File: src/rtl/bus_arbiter_2m.sv
// Two-master bus arbiter with registered one-hot grants, mux select and hold-limited tenure.
// Define ROUND_ROBIN_EN for round-robin tie-break from idle; default build uses fixed M0 priority.
module bus_arbiter_2m #(
    parameter int unsigned MAX_HOLD = 4,
    parameter int unsigned CNT_W    = 8
) (
    input  logic clk,
    input  logic reset,
    input  logic m0_req,
    input  logic m1_req,
    output logic m0_grant,
    output logic m1_grant,
    output logic sel,
    output logic busy
);

    typedef enum logic [1:0] {
        S_IDLE = 2'd0,
        S_M0   = 2'd1,
        S_M1   = 2'd2
    } state_t;

    localparam logic [CNT_W-1:0] HOLD_LAST = CNT_W'(MAX_HOLD - 1);

    state_t             state_q, state_d;
    logic [CNT_W-1:0]   hold_q, hold_d;
    logic               sel_q, sel_d;
    logic               m0_grant_q, m1_grant_q, busy_q;
`ifdef ROUND_ROBIN_EN
    logic               last_q, last_d;
`endif

    // Next-state, hold counter, select and owner history
    always_comb begin
        state_d = state_q;
        hold_d  = hold_q;
        sel_d   = sel_q;
`ifdef ROUND_ROBIN_EN
        last_d  = last_q;
`endif
        case (state_q)
            S_IDLE: begin
                if (m0_req && m1_req) begin
`ifdef ROUND_ROBIN_EN
                    state_d = last_q ? S_M0 : S_M1;
`else
                    state_d = S_M0;
`endif
                end else if (m0_req) begin
                    state_d = S_M0;
                end else if (m1_req) begin
                    state_d = S_M1;
                end
            end
            S_M0: begin
                if (!m0_req) begin
                    state_d = m1_req ? S_M1 : S_IDLE;
                end else if (m1_req && (hold_q == HOLD_LAST)) begin
                    state_d = S_M1;
                end
            end
            S_M1: begin
                if (!m1_req) begin
                    state_d = m0_req ? S_M0 : S_IDLE;
                end else if (m0_req && (hold_q == HOLD_LAST)) begin
                    state_d = S_M0;
                end
            end
            default: state_d = S_IDLE;
        endcase

        // Counter measures the current tenure and saturates rather than wrapping
        if ((state_d != state_q) || (state_d == S_IDLE)) begin
            hold_d = '0;
        end else if (hold_q != HOLD_LAST) begin
            hold_d = hold_q + CNT_W'(1);
        end

        if (state_d == S_M0) begin
            sel_d = 1'b0;
        end else if (state_d == S_M1) begin
            sel_d = 1'b1;
        end

`ifdef ROUND_ROBIN_EN
        if (state_d != state_q) begin
            if (state_d == S_M0) begin
                last_d = 1'b0;
            end else if (state_d == S_M1) begin
                last_d = 1'b1;
            end
        end
`endif
    end

    // All state and outputs registered; reset drops grants immediately
    always_ff @(posedge clk or posedge reset) begin
        if (reset) begin
            state_q    <= S_IDLE;
            hold_q     <= '0;
            sel_q      <= 1'b0;
            m0_grant_q <= 1'b0;
            m1_grant_q <= 1'b0;
            busy_q     <= 1'b0;
`ifdef ROUND_ROBIN_EN
            last_q     <= 1'b1;
`endif
        end else begin
            state_q    <= state_d;
            hold_q     <= hold_d;
            sel_q      <= sel_d;
            m0_grant_q <= (state_d == S_M0);
            m1_grant_q <= (state_d == S_M1);
            busy_q     <= (state_d != S_IDLE);
`ifdef ROUND_ROBIN_EN
            last_q     <= last_d;
`endif
        end
    end

    assign m0_grant = m0_grant_q;
    assign m1_grant = m1_grant_q;
    assign sel      = sel_q;
    assign busy     = busy_q;

endmodule
File: config.mk
export PLATFORM = sky130hd
export DESIGN_NAME = bus_arbiter_2m
export DESIGN_NICKNAME = d
export VERILOG_FILES = /design/src/rtl/bus_arbiter_2m.sv
export SDC_FILE = /design/constraint.sdc
export NUM_CORES = 1
export LEC_CHECK = 0
export ABC_AREA = 1
export CORE_MARGIN = 3
export CORE_UTILIZATION = 48
export CTS_BUF_LIST = sky130_fd_sc_hd__clkbuf_16
export CTS_CLUSTER_SIZE = 16
export DETAILED_ROUTE_END_ITERATION = 6
export GPL_ROUTABILITY_DRIVEN = 0
export PLACE_DENSITY = 0.81
export SLEW_MARGIN = 20
export SYNTH_ARGS = -nofsm -noshare
export SYNTH_HDL_FRONTEND = slang
export SYNTH_SLANG_ARGS = --single-unit
File: constraint.sdc
create_clock -name clk -period 1.62 [get_ports clk]
set_input_delay 0.324 -clock clk [delete_from_list [all_inputs] [get_ports clk]]
set_output_delay 0.324 -clock clk [all_outputs]
set_load 0.005 [all_outputs]
After elaboration in Yosys (flattened, before gate mapping):

Index checks and enable logic that the tools add are counted.

* memories: 0
* memory bits (read-only): 0
* register bits after elaboration: 14
* logic and storage cells: 37
* bits in latches: 0
* memory bits (writable): 0

* reductions and logical operators: 9
* shift-type cells: 0
* magnitude comparators: 0
* $mul: 0
* $add $sub $neg: 1
* equal/unequal tests: 7
* bitwise gates (word level): 0
* mux-type cells: 14
* div/mod/pow operators: 0

Operators with widths (count)
* $mux 2: 8
* $mux 8: 2
* $add 8x1->8 const B: 1
* $eq 8x2->1 const B: 1
* $ne 8x2->1 const B: 1
* $pmux 2 s3: 1
* $reduce_bool 2->1: 3
* $eq 2x1->1 const B: 2
* $eq 2x2->1 const B: 2
* $logic_not 2->1: 2
* $logic_and 1x1->1: 3
* $mux 1: 3
* $ne 2x2->1: 1
* $logic_or 1x1->1: 1

Logic depth before layout (Yosys ltp):

Gate-level depths: netlist of the first run.

* depth after elaboration: 8
* mapped depth: 12
* gate-level depth less buffers: 12

Worst setup path after synthesis of the first run:

Ideal clock, no wire load.

* path kind: register to register
* start: register hold_q[1]
* end: register hold_q[0]
* arrival: 1613 ps
* clock period less this slack: 1694 ps
* library setup time: 80 ps
* setup slack: -74 ps
* stages on the path, launching flop included: 13
* data required time: 1540 ps
* buffers on the path: 0
* cells stage by stage: dfrtp_1 ha_1 nand2_1 nor2_2 nand3_1 nand2_1 nand2_1 nand2_2 inv_1 ha_1 inv_1 nand2_4 nor3_2

* cells in the longest elaborated chain, start to end: 8
* elaborated cells between the ends (all ways): 14
* those cells by class: eq/ne (3); mux (6); reduce/logical (5)

Ends and longest elaborated chain
* from (decl): line 26 `logic [CNT_W-1:0] hold_q, hold_d;`
* from (signal assigned): line 110 `hold_q <= hold_d;`
* $eq 8x2->1 (*): line 58, 65
* $logic_and 1x1->1 (on tied branches): line 65, 58
* $mux 2 (on tied branches): line 65, 58
* $mux 2 (on tied branches): line 63, 56
* $pmux 2 s3 (*): line 41 `case (state_q)`
* via state_d[0]: line 25 `state_t state_q, state_d;`
* $ne 2x2->1 or $logic_not 2->1 (tied branches): line 73 `if ((state_d != state_q) || (state_d == S_IDLE)) begin`
* $logic_or 1x1->1 (*): line 73
* $mux 8 or $reduce_bool 2->1 (tied branches)

Mark *: on every way through the listed nets, which the timed path passes. The rest lies on a longest branch.
A chain may end at the register's enable or synchronous reset.

Final worst setup path of the first run:

* start: register hold_q[1]
* end: register hold_q[3]

Same word-level chain as after synthesis.

==> results of run 1 <==
## report_power, final
part | total, mW | switching (mW) | leakage [nW] | internal [mW]
logic | 0.635 | 0.347 | 0.285 | 0.288
clock network | 0.462 | 0.139 | 0.0370 | 0.323
registers | 0.455 | 0.0459 | 0.183 | 0.409
total | 1.55 | 0.532 | 0.505 | 1.02
## metrics by stage
step / util (%) / total power, mW / instance area [um^2] / std cells
after floorplan: - / 0.7529 / 823.3 / 83
after global placement: 64.12 / 0.9189 / 988.4 / 116
after detailed placement: 64.12 / 0.9348 / 988.4 / 116
after CTS: 73.78 / 1.509 / 1137 / 122
after global routing: 75.00 / 1.627 / 1156 / 121
final: 75.00 / 1.552 / 1156 / 121
## registers in the layout, summed over array words and instances, names as in the netlist
| name | cells |
|---|---|
| busy | 1 |
| hold_q | 8 |
| m0_grant | 1 |
| m1_grant | 1 |
| sel | 1 |
| state_q | 2 |
## worst max-delay path, delay by kind of cell (launching register included)
kind,cells,cell delay [ns]
compound gates,1,0.19
fa+ha+maj,1,0.19
flops,1,0.35
simple gates,7,0.73
buf+inv,1,0.14
## cell families after synthesis
| kind of cell | after synthesis |
|---|---|
| buffers and inverters | 14 |
| AO/OA/AOI/OAI | 3 |
| XOR/XNOR | 6 |
| adder cells (fa/ha/maj) | 4 |
| multiplexers | 1 |
| AND/OR/NAND/NOR | 41 |
| flip-flops | 14 |
## metal layers
| metal | share of wire [%] | GRT usage [%] | up-vias |
|---|---|---|---|
| met5 | 0 | 0 | - |
| met4 | 1.2 | 9.392 | 0 |
| met3 | 2.3 | 4.598 | 4 |
| met2 | 51 | 37.94 | 10 |
| met1 | 45 | 27.82 | 294 |
| li1 | - | - | 308 |
## worst paths after layout
check | to | slack [ns]
worst max register to register | hold_q[3]$_DFFE_PP0P_ | -0.08
max in group asynchronous | hold_q[0]$_DFFE_PP0P_ | 0.84
worst max-delay path | hold_q[3]$_DFFE_PP0P_ | -0.08
min in group clk | sel$_DFFE_PP0P_ | 0.58
worst min register to register | sel$_DFFE_PP0P_ | 0.58
worst min-delay path | sel$_DFFE_PP0P_ | 0.43
## synthesized netlist by cell type, types with 2 or more instances
cell type and instances:
dfrtp_1 14, ha_1 4, inv_1 11, inv_2 3, nand2_1 10, nand2_2 4
nand2_4 2, nand3_1 6, nor2_1 5, nor2_2 2, nor3_1 3, nor3_2 8
xor2_1 5
## cell type report
type                    instances  area [um^2]  share of cell area (%)
multi-input cells              55        494.2                   42.75
flip-flops and latches         14        350.3                   30.30
repair buffers                 19        161.4                   13.96
clock buffers                   3        75.07                   6.493
inverters                      14        55.05                   4.762
well taps                      16        20.02                   1.732
## what timing repair did
item / CTS / global route
resized for setup: 16 / 5
endpoints found under the setup margin: 9 / 12
buffers inserted: 3 / 0
endpoints found under the hold margin: 0 / 0
pin swaps: 10 / 4
==> results.sh, run 1 <==
export IMPL_relSlewSlack_pct=64.56
export IMPL_powerDensity_mw_per_mm2=1342
export IMPL_firstDrtPassIters=4
export IMPL_crit_path_frequent_cell="nand2_2"
export IMPL_dpl_worst_slack_ns=-0.2499
export IMPL_slew_violations=0
export IMPL_synth_area_um2=803.3
export IMPL_finalSetupTns_ns=-0.4740
export IMPL_cts_root_buf="clkbuf_16"
export IMPL_setup_violations=9
export IMPL_timing_hold_ws_ns=0.4305
export IMPL_grt_antenna_before_repair=0
export IMPL_gr_total_overflow=0
export IMPL_ys_seq_area_share_pct=43.61
export IMPL_outcome="complete, but fails checks"
export IMPL_avgSynthCellArea_um2=9.678
export IMPL_worstPathMaxFanout=8
export IMPL_synth_top_family_by_area="simple AND/OR/NAND/NOR gates"
export IMPL_synth_edf_count=0
export IMPL_worst_slack_ns=-0.07585
export IMPL_dieWidth_um=46.91
export IMPL_nets=115
export IMPL_cts_buffers=3
export IMPL_startpoint="hold_q[1]$_DFFE_PP0P_"
export IMPL_synth_top_flop_cell="dfrtp_1"
export IMPL_dr_first_iter_drc_count=11
export IMPL_max_freq_mhz=589.7
export IMPL_finalHoldViolations=0
export IMPL_grt_max_degree=15
export IMPL_ant_nets=0
export IMPL_num_antenna_cells=0
export IMPL_synthTopCellsByArea="dfrtp_1 (44%), nor3_2 (10%), ha_1 (6.2%)"
export IMPL_drive_gt1_share_pct=48.57
export IMPL_via_per_inst=5.091
export IMPL_ys_warnings_count=0
export IMPL_arrival_ns=1.86
export IMPL_clk_pin_slew_ns=0.05
export IMPL_violations="negative setup slack"
export IMPL_synthXorXnorAreaFrac_pct=6.542
export IMPL_cts_sinks=14
export IMPL_rsz0062_at_grt="true"
export IMPL_synth_top_cell_by_area="dfrtp_1"
export IMPL_hold_path_class="primary input to async pin"
export IMPL_synthSimpleGateAreaFrac_pct=32.24
export IMPL_grt_usage_pct=22.48
export IMPL_clock_skew_ns=0.001523
export IMPL_post_route_drc_count=0
export IMPL_rows=14
export IMPL_ys_types=19
export IMPL_path_class="flop to flop"
export IMPL_ir_worst_vdd_mv=1.100
export IMPL_async_flop_share_pct=100.0
export IMPL_cts_hold_buffers_added=0
export IMPL_endpoint_kind="flop"
export IMPL_pin_count=8
export IMPL_tightestPinTransition_ns=0.5311
export IMPL_slowest_stage="dfrtp_1"
export IMPL_start_kind="flop"
export IMPL_htree_num_levels=1
export IMPL_layout_common_cells="dfrtp_1 (14), buf_4 (11), inv_1 (9)"
export IMPL_synth_compound_area_share_pct=3.583
export IMPL_clkLatencyLatePin_ns=0.24
export IMPL_vias=616
export IMPL_ys_seq_elements=14
export IMPL_slowest_delay_ns=0.35
export IMPL_fillers=92
export IMPL_maxCapViolCount=0
export IMPL_timing_rr_start="hold_q[1]$_DFFE_PP0P_"
export IMPL_required_ns=1.78
export IMPL_power_leakage_nw=0.5053
export IMPL_grt_pass1_vias=675
export IMPL_drt_wl_total_um=2031
export IMPL_synth_fa_ha_area_share_pct=6.231
export IMPL_grt_pass1_wl_um=3243
export IMPL_fin_crit_ns=1.696
export IMPL_yosys_mux_area_fraction_pct=1.246
export IMPL_dp_hpwl_um=1188
export IMPL_r2r_cells=10
export IMPL_port_buffers=7
export IMPL_clockBufferDepth=2
export IMPL_min_period_over_period_pct=104.7
export IMPL_die_h_um=46.91
export IMPL_final_common_cell="dfrtp_1"
export IMPL_start_util_pct=52.11
export IMPL_coreArea_mm2=0.001541
export IMPL_synth_top_area_share_pct=43.61
export IMPL_syn2layout_area_growth_pct=43.93
export IMPL_syn_nets=91
export IMPL_fp_dieArea_mm2=0.002201
export IMPL_cts_tree="done"
export IMPL_wire_per_inst_um=16.79
export IMPL_cp_cell_sequence="ha_2, nand2_2, nor2_4, nand2_2, o21bai_4, nand2_2, buf_6, nand2_4, nand3_4, nor3_2"
export IMPL_netlist_instances=83
Note: power is estimated with default switching activity, not from simulation.
==> run 2, diff against run 1 <==
--- a/config.mk
+++ b/config.mk
@@ -12,6 +12,7 @@
 export CTS_CLUSTER_SIZE = 16
 export DETAILED_ROUTE_END_ITERATION = 6
 export GPL_ROUTABILITY_DRIVEN = 0
+export GPL_TIMING_DRIVEN = 0
 export PLACE_DENSITY = 0.81
 export SLEW_MARGIN = 20
 export SYNTH_ARGS = -nofsm -noshare
==> run 2 against run 1 <==
Hold slack about the same. Critical endpoint is now hold_q[5]$_DFFE_PP0P_. Non-clock buffer count decreased by 3. Combinational power increased by 8.0%. Global-route usage increased by 0.64 points. The flow still finishes with violations (negative setup slack).
==> results.sh, run 2 (synthesis gave the netlist of run 1 again) <==
export IMPL_outcome="complete, but fails checks"
export IMPL_violations="negative setup slack"
export IMPL_via_per_inst=5.924
export IMPL_htree_num_levels=1
export IMPL_largest_register="hold_q"
export IMPL_required_ns=1.78
export IMPL_power_share_combinational_pct=42.0
export IMPL_powerDensity_mw_per_mm2=1385
export IMPL_die_h_um=46.91
export IMPL_num_antenna_cells=0
export IMPL_max_freq_mhz=543.8
export IMPL_instances_no_fill=119
export IMPL_dp_cells=106
export IMPL_layout_common_cells="dfrtp_1 (14), inv_1 (8), nor3_2 (7), buf_4 (7)"
export IMPL_clkLatencyLatePin_ns=0.25
export IMPL_grt_pass1_wl_um=3401
export IMPL_postLayoutCellArea_mm2=0.001180
export IMPL_swShare_pct=37.00
export IMPL_clockBufferDepth=2
export IMPL_syn2layout_area_growth_pct=46.88
export IMPL_cts_root_buf="clkbuf_16"
export IMPL_finalHoldViolations=0
export IMPL_grt_usage_pct=23.11
export IMPL_ant_nets=0
export IMPL_wire_per_inst_um=19.45
export IMPL_rsz0062_at_grt="true"
export IMPL_timing_hold_ws_ns=0.4303
export IMPL_worstPathMaxFanout=8
export IMPL_worst_slack_ns=-0.2190
export IMPL_cts_buffers=3
export IMPL_p_sw_mw=0.6046
export IMPL_p_seq_share_pct=28.3
export IMPL_min_period_over_period_pct=113.5
export IMPL_cts_tree="done"
export IMPL_path_class="flop to flop"
export IMPL_gr_total_overflow=0
export IMPL_grt_max_degree=15
export IMPL_ir_worst_vdd_mv=1.135
export IMPL_start_util_pct=52.11
export IMPL_endpoint_kind="flop"
export IMPL_arrival_ns=2.00
export IMPL_slew_violations=0
export IMPL_port_buffers=7
export IMPL_dieWidth_um=46.91
export IMPL_pin_count=8
export IMPL_rows=14
export IMPL_cts_sinks=14
export IMPL_largest_reg_flops=8
export IMPL_hold_path_class="primary input to async pin"
export IMPL_vias=705
export IMPL_power_leakage_nw=0.5300
export IMPL_dr_first_iter_drc_count=44
export IMPL_drive_gt1_share_pct=46.60
export IMPL_p_int_mw=1.030
export IMPL_drt_wl_total_um=2315
export IMPL_setup_violations=11
export IMPL_top_regs="hold_q x8, state_q x2"
export IMPL_grt_pass1_vias=684
export IMPL_power_frac_clock_pct=29.8
export IMPL_nets=112
export IMPL_coreArea_mm2=0.001541
export IMPL_firstDrtPassIters=4
export IMPL_utilization_pct=76.54
export IMPL_start_kind="flop"
export IMPL_dp_hpwl_um=1063
export IMPL_grt_antenna_before_repair=0
export IMPL_maxCapViolCount=0
export IMPL_clock_skew_ns=0.004625
export IMPL_clk_pin_slew_ns=0.05
export IMPL_relSlewSlack_pct=63.63
export IMPL_cts_hold_buffers_added=0
export IMPL_final_common_cell="dfrtp_1"
export IMPL_post_route_drc_count=0
export IMPL_place_area_um2=913.4
export IMPL_tightestPinTransition_ns=0.5450
export IMPL_fp_dieArea_mm2=0.002201
export IMPL_fin_crit_ns=1.839
==> run 2: changes by cell type in the layout (fill, tap and decap cells not counted), moves of 2 or more <==
cell,before,now
dlygate4sd2_1,2,0
nand2_4,2,6
dlymetal6s2s_1,0,2
buf_4,11,7
nand2_2,7,3
==> run 2: worst max-delay path, stage by stage (launching register included) <==
cell	delay [ns]
dfrtp_1	0.38
inv_1	0.15
nand2_1	0.12
nor2_4	0.16
nand3_2	0.10
nand2_4	0.10
nand2_4	0.06
nand2_4	0.12
inv_4	0.05
ha_4	0.16
inv_4	0.08
nand2_8	0.09
nor3_4	0.15
==> run 2: worst paths after layout <==
kind                                       startpoint               endpoint  slack, ns  cells past startpoint
max in group asynchronous                       reset  hold_q[2]$_DFFE_PP0P_       0.83                      2
worst max-delay path            hold_q[6]$_DFFE_PP0P_  hold_q[5]$_DFFE_PP0P_      -0.22                     12
worst max register to register  hold_q[6]$_DFFE_PP0P_  hold_q[5]$_DFFE_PP0P_      -0.22                     12
worst min register to register        sel$_DFFE_PP0P_        sel$_DFFE_PP0P_       0.58                      2
min in group clk                      sel$_DFFE_PP0P_        sel$_DFFE_PP0P_       0.58                      2
worst min-delay path                            reset         busy$_DFF_PP0_       0.43                      2
==> run 2: stage by stage <==
stage,setup slack (ns),total power [mW],setup TNS (ns)
floorplan,-0.002326,0.7529,-0.002326
global placement,-0.2880,0.8695,-2.352
detailed placement,-0.3036,0.8922,-2.739
CTS,-0.09558,1.539,-0.5240
global route,-0.2648,1.686,-2.471
finish,-0.2190,1.634,-1.810
==> run 2: repair_timing <==
item,CTS,global route
buffers inserted,8,2
gates resized for setup,15,13
endpoints found under the setup margin,11,12
pin swaps,18,8
==> run 2: cell type report <==
cell class,instances,area (um^2)
clock inverters,1,3.754
flip-flops and latches,14,350.3
fillers,81,361.6
inverters,14,57.56
repair buffers,16,150.1
multi-input cells,55,523.0
well taps,16,20.02
clock buffers,3,75.07
==> run 2: layer usage <==
metal | global-route usage (%) | part of all wire (%) | vias up
li1 | - | - | 305
met1 | 28.98 | 42 | 363
met2 | 39.57 | 51 | 26
met3 | 3.831 | 3.0 | 11
met4 | 8.840 | 3.5 | 0
met5 | 0 | 0 | -
==> run 2: power by group through the flow <==
stage	Sequential, mW	Combinational, mW	Clock [mW]
final	0.462	0.686	0.487
after global placement	0.451	0.419	0
after global routing	0.466	0.725	0.496
after detailed placement	0.452	0.440	0
after floorplan	0.448	0.305	0
after CTS	0.454	0.607	0.478
==> run 3, diff against run 2 <==
==> config.mk (replaced) <==
export PLATFORM = sky130hd
export DESIGN_NAME = bus_arbiter_2m
export DESIGN_NICKNAME = d
export VERILOG_FILES = /design/src/rtl/bus_arbiter_2m.sv
export SDC_FILE = /design/constraint.sdc
export NUM_CORES = 1
export LEC_CHECK = 0
export CORE_MARGIN = 3
export CORE_UTILIZATION = 47
export CTS_CLUSTER_SIZE = 16
export DETAILED_ROUTE_END_ITERATION = 6
export GPL_ROUTABILITY_DRIVEN = 0
export GPL_TIMING_DRIVEN = 0
export PLACE_DENSITY = 0.8
export SKIP_LAST_GASP = 1
export SLEW_MARGIN = 20
export SYNTH_ARGS = -nofsm -noshare
export SYNTH_HDL_FRONTEND = slang
export SYNTH_SLANG_ARGS = --single-unit
==> run 3 against run 2 <==
The flow still finishes with violations (negative setup slack). Setup slack got worse by 0.12 ns. Clock skew fell by 0.0032 ns. Total power fell by 52%. Final cell count fell by 14%. Die area fell by 6.6%. Core utilization fell by 4.9 points. Clock-buffer cell count did not move. Register-to-register slack got worse by 0.12 ns. Sequential share of layout area rose by 5.7 points. Synthesized cell count fell by 18%. Combinational power fell by 74%. Critical path type unchanged.
==> results.sh, run 3 <==
export IMPL_timing_hold_ws_ns=0.3705
export IMPL_instances_no_fill=102
export IMPL_syn_nets=76
export IMPL_cts_tree="done"
export IMPL_arrival_ns=2.17
export IMPL_firstDrtPassIters=4
export IMPL_ir_worst_vdd_mv=0.3997
export IMPL_fin_crit_ns=1.957
export IMPL_outcome="complete, but fails checks"
export IMPL_nets=97
export IMPL_die_h_um=45.33
export IMPL_powerDensity_mw_per_mm2=786.0
export IMPL_synth_edf_count=0
export IMPL_start_kind="flop"
export IMPL_max_freq_mhz=510.9
export IMPL_grt_usage_pct=21.24
export IMPL_clock_skew_ns=0.001378
export IMPL_endpoint_kind="flop"
export IMPL_worst_slack_ns=-0.3372
export IMPL_ys_types=22
export IMPL_layout_common_cells="dfrtp_1 (14), buf_4 (9), clkdlybuf4s50_1 (7)"
export IMPL_via_per_inst=6.088
export IMPL_fp_dieArea_mm2=0.002055
export IMPL_ys_seq_area_share_pct=48.19
export IMPL_rows=13
export IMPL_power_leakage_nw=0.4322
export IMPL_largest_reg_flops=8
export IMPL_drive_gt1_share_pct=32.18
export IMPL_dp_cells=90
export IMPL_worstPathMaxFanout=6
export IMPL_dieWidth_um=45.33
export IMPL_hold_path_class="primary input to async pin"
export IMPL_pin_count=8
export IMPL_wire_per_inst_um=18.20
export IMPL_dp_hpwl_um=1084
export IMPL_num_antenna_cells=0
export IMPL_synth_common_cells="dfrtp_1 (14), nand3_1 (7), nor2_1 (7), xor2_1 (6)"
export IMPL_ys_seq_elements=14
export IMPL_gr_total_overflow=0
export IMPL_avgSynthCellArea_um2=10.69
export IMPL_synthTopCellsByArea="dfrtp_1 (48%), xor2_1 (7.2%), ha_1 (6.9%)"
export IMPL_required_ns=1.83
export IMPL_relSlewSlack_pct=64.59
export IMPL_synth_top_flop_cell="dfrtp_1"
export IMPL_ant_nets=0
export IMPL_final_common_cell="dfrtp_1"
export IMPL_clockBufferDepth=2
export IMPL_drt_wl_total_um=1856
export IMPL_netlist_instances=68
export IMPL_violations="negative setup slack"
export IMPL_port_buffers=7
export IMPL_ys_warnings_count=0
export IMPL_syn2layout_area_growth_pct=36.32
export IMPL_cts_root_buf="clkbuf_4"
export IMPL_post_route_drc_count=0
export IMPL_grt_antenna_before_repair=0
export IMPL_maxCapViolCount=0
export IMPL_top_regs="hold_q x8, state_q x2"
export IMPL_tightestPinTransition_ns=0.5306
export IMPL_synth_top_area_share_pct=48.19
export IMPL_finalHoldViolations=0
export IMPL_synth_top_cell_by_area="dfrtp_1"
export IMPL_path_class="flop to flop"
export IMPL_setup_violations=12
export IMPL_grt_pass1_wl_um=2960
export IMPL_grt_pass1_vias=630
export IMPL_yosysMostFrequentCell="dfrtp_1"
export IMPL_cts_buffers=3
export IMPL_synth_area_um2=726.9
export IMPL_dr_first_iter_drc_count=7
export IMPL_min_period_over_period_pct=120.8
export IMPL_start_util_pct=52.58
export IMPL_largest_register="hold_q"
export IMPL_slew_violations=0
export IMPL_clk_pin_slew_ns=0.08
export IMPL_clkLatencyLatePin_ns=0.29
export IMPL_async_flop_share_pct=100.0
export IMPL_coreArea_mm2=0.001383
export IMPL_grt_max_degree=15
export IMPL_vias=621
export IMPL_cts_sinks=14
export IMPL_htree_num_levels=1
export IMPL_rsz0062_at_grt="true"
==> run 3: timing repair <==
item                       4_1_cts  5_1_grt
setup endpoints to repair       14       13
resized for setup                9        5
pin swaps                        9        4
setup buffers                    7        2
hold buffers                     0        0
==> run 3: area by class of cell <==
class | count | area (um^2)
repair buffers | 16 | 137.6
well taps | 15 | 18.77
flip-flops and latches | 14 | 350.3
fillers | 95 | 391.6
multi-input cells | 50 | 444.2
clock buffers | 3 | 22.52
inverters | 4 | 17.52
==> run 3: power breakdown <==
group / switching [mW] / internal, mW / total [mW] / leakage [nW]
clock: 0.119 / 0.0865 / 0.205 / 0.0138
sequential: 0.0206 / 0.372 / 0.392 / 0.183
combinational: 0.0881 / 0.0929 / 0.181 / 0.235
==> run 3: final timing paths <==
check                           slack, ns  depth (start not counted)                 end                  start
worst max-delay path                -0.34                          7     sel$_DFFE_PP0P_  hold_q[1]$_DFFE_PP0P_
worst min-delay path                 0.37                          2  m0_grant$_DFF_PP0_                  reset
worst max register to register      -0.34                          7     sel$_DFFE_PP0P_  hold_q[1]$_DFFE_PP0P_
worst min register to register       0.54                          2     sel$_DFFE_PP0P_        sel$_DFFE_PP0P_
max in group asynchronous            0.90                          2     sel$_DFFE_PP0P_                  reset
min in group clk                     0.54                          2     sel$_DFFE_PP0P_        sel$_DFFE_PP0P_
==> run 3: layer usage <==
metal / part of all wire (%) / GRT usage, % / vias up
met5: 0 / 0 / -
met4: 4.0 / 14.62 / 0
met3: 3.0 / 2.390 / 11
met2: 54 / 39.27 / 22
met1: 39 / 21.80 / 312
li1: - / - / 276
==> run 3: per-stage QoR <==
step                setup slack [ns]  instance area (um^2)  power, mW  TNS (ns)  util, %
floorplan                    -0.2084                 743.2     0.4720    -1.736        -
global placement             -0.4366                 832.0     0.5228    -4.223    60.18
detailed placement           -0.5202                 832.0     0.5304    -5.011    60.18
CTS                          -0.2665                 955.9     0.7580    -2.480    69.14
global route                 -0.4318                 991.0     0.8064    -4.333    71.67
finish                       -0.3372                 991.0     0.7789    -3.389    71.67
==> run 3: cells by family after synthesis <==
group                      share of synthesized area (%)
adders and majority gates                          6.885
DFF                                                48.19
and+or+nand+nor                                    22.89
AOI/OAI and AO/OA                                  8.779
muxes                                              2.754
buffers and inverters                              2.065
xor gates and xnor gates                           8.434
==> run 3: worst max-delay path, stage by stage, from the launching register on <==
cell,delay (ns)
dfrtp_1,0.42
ha_4,0.16
nor4b_4,0.25
nand2_2,0.18
mux2i_2,0.26
nand3_2,0.15
ha_4,0.30
mux2i_1,0.17
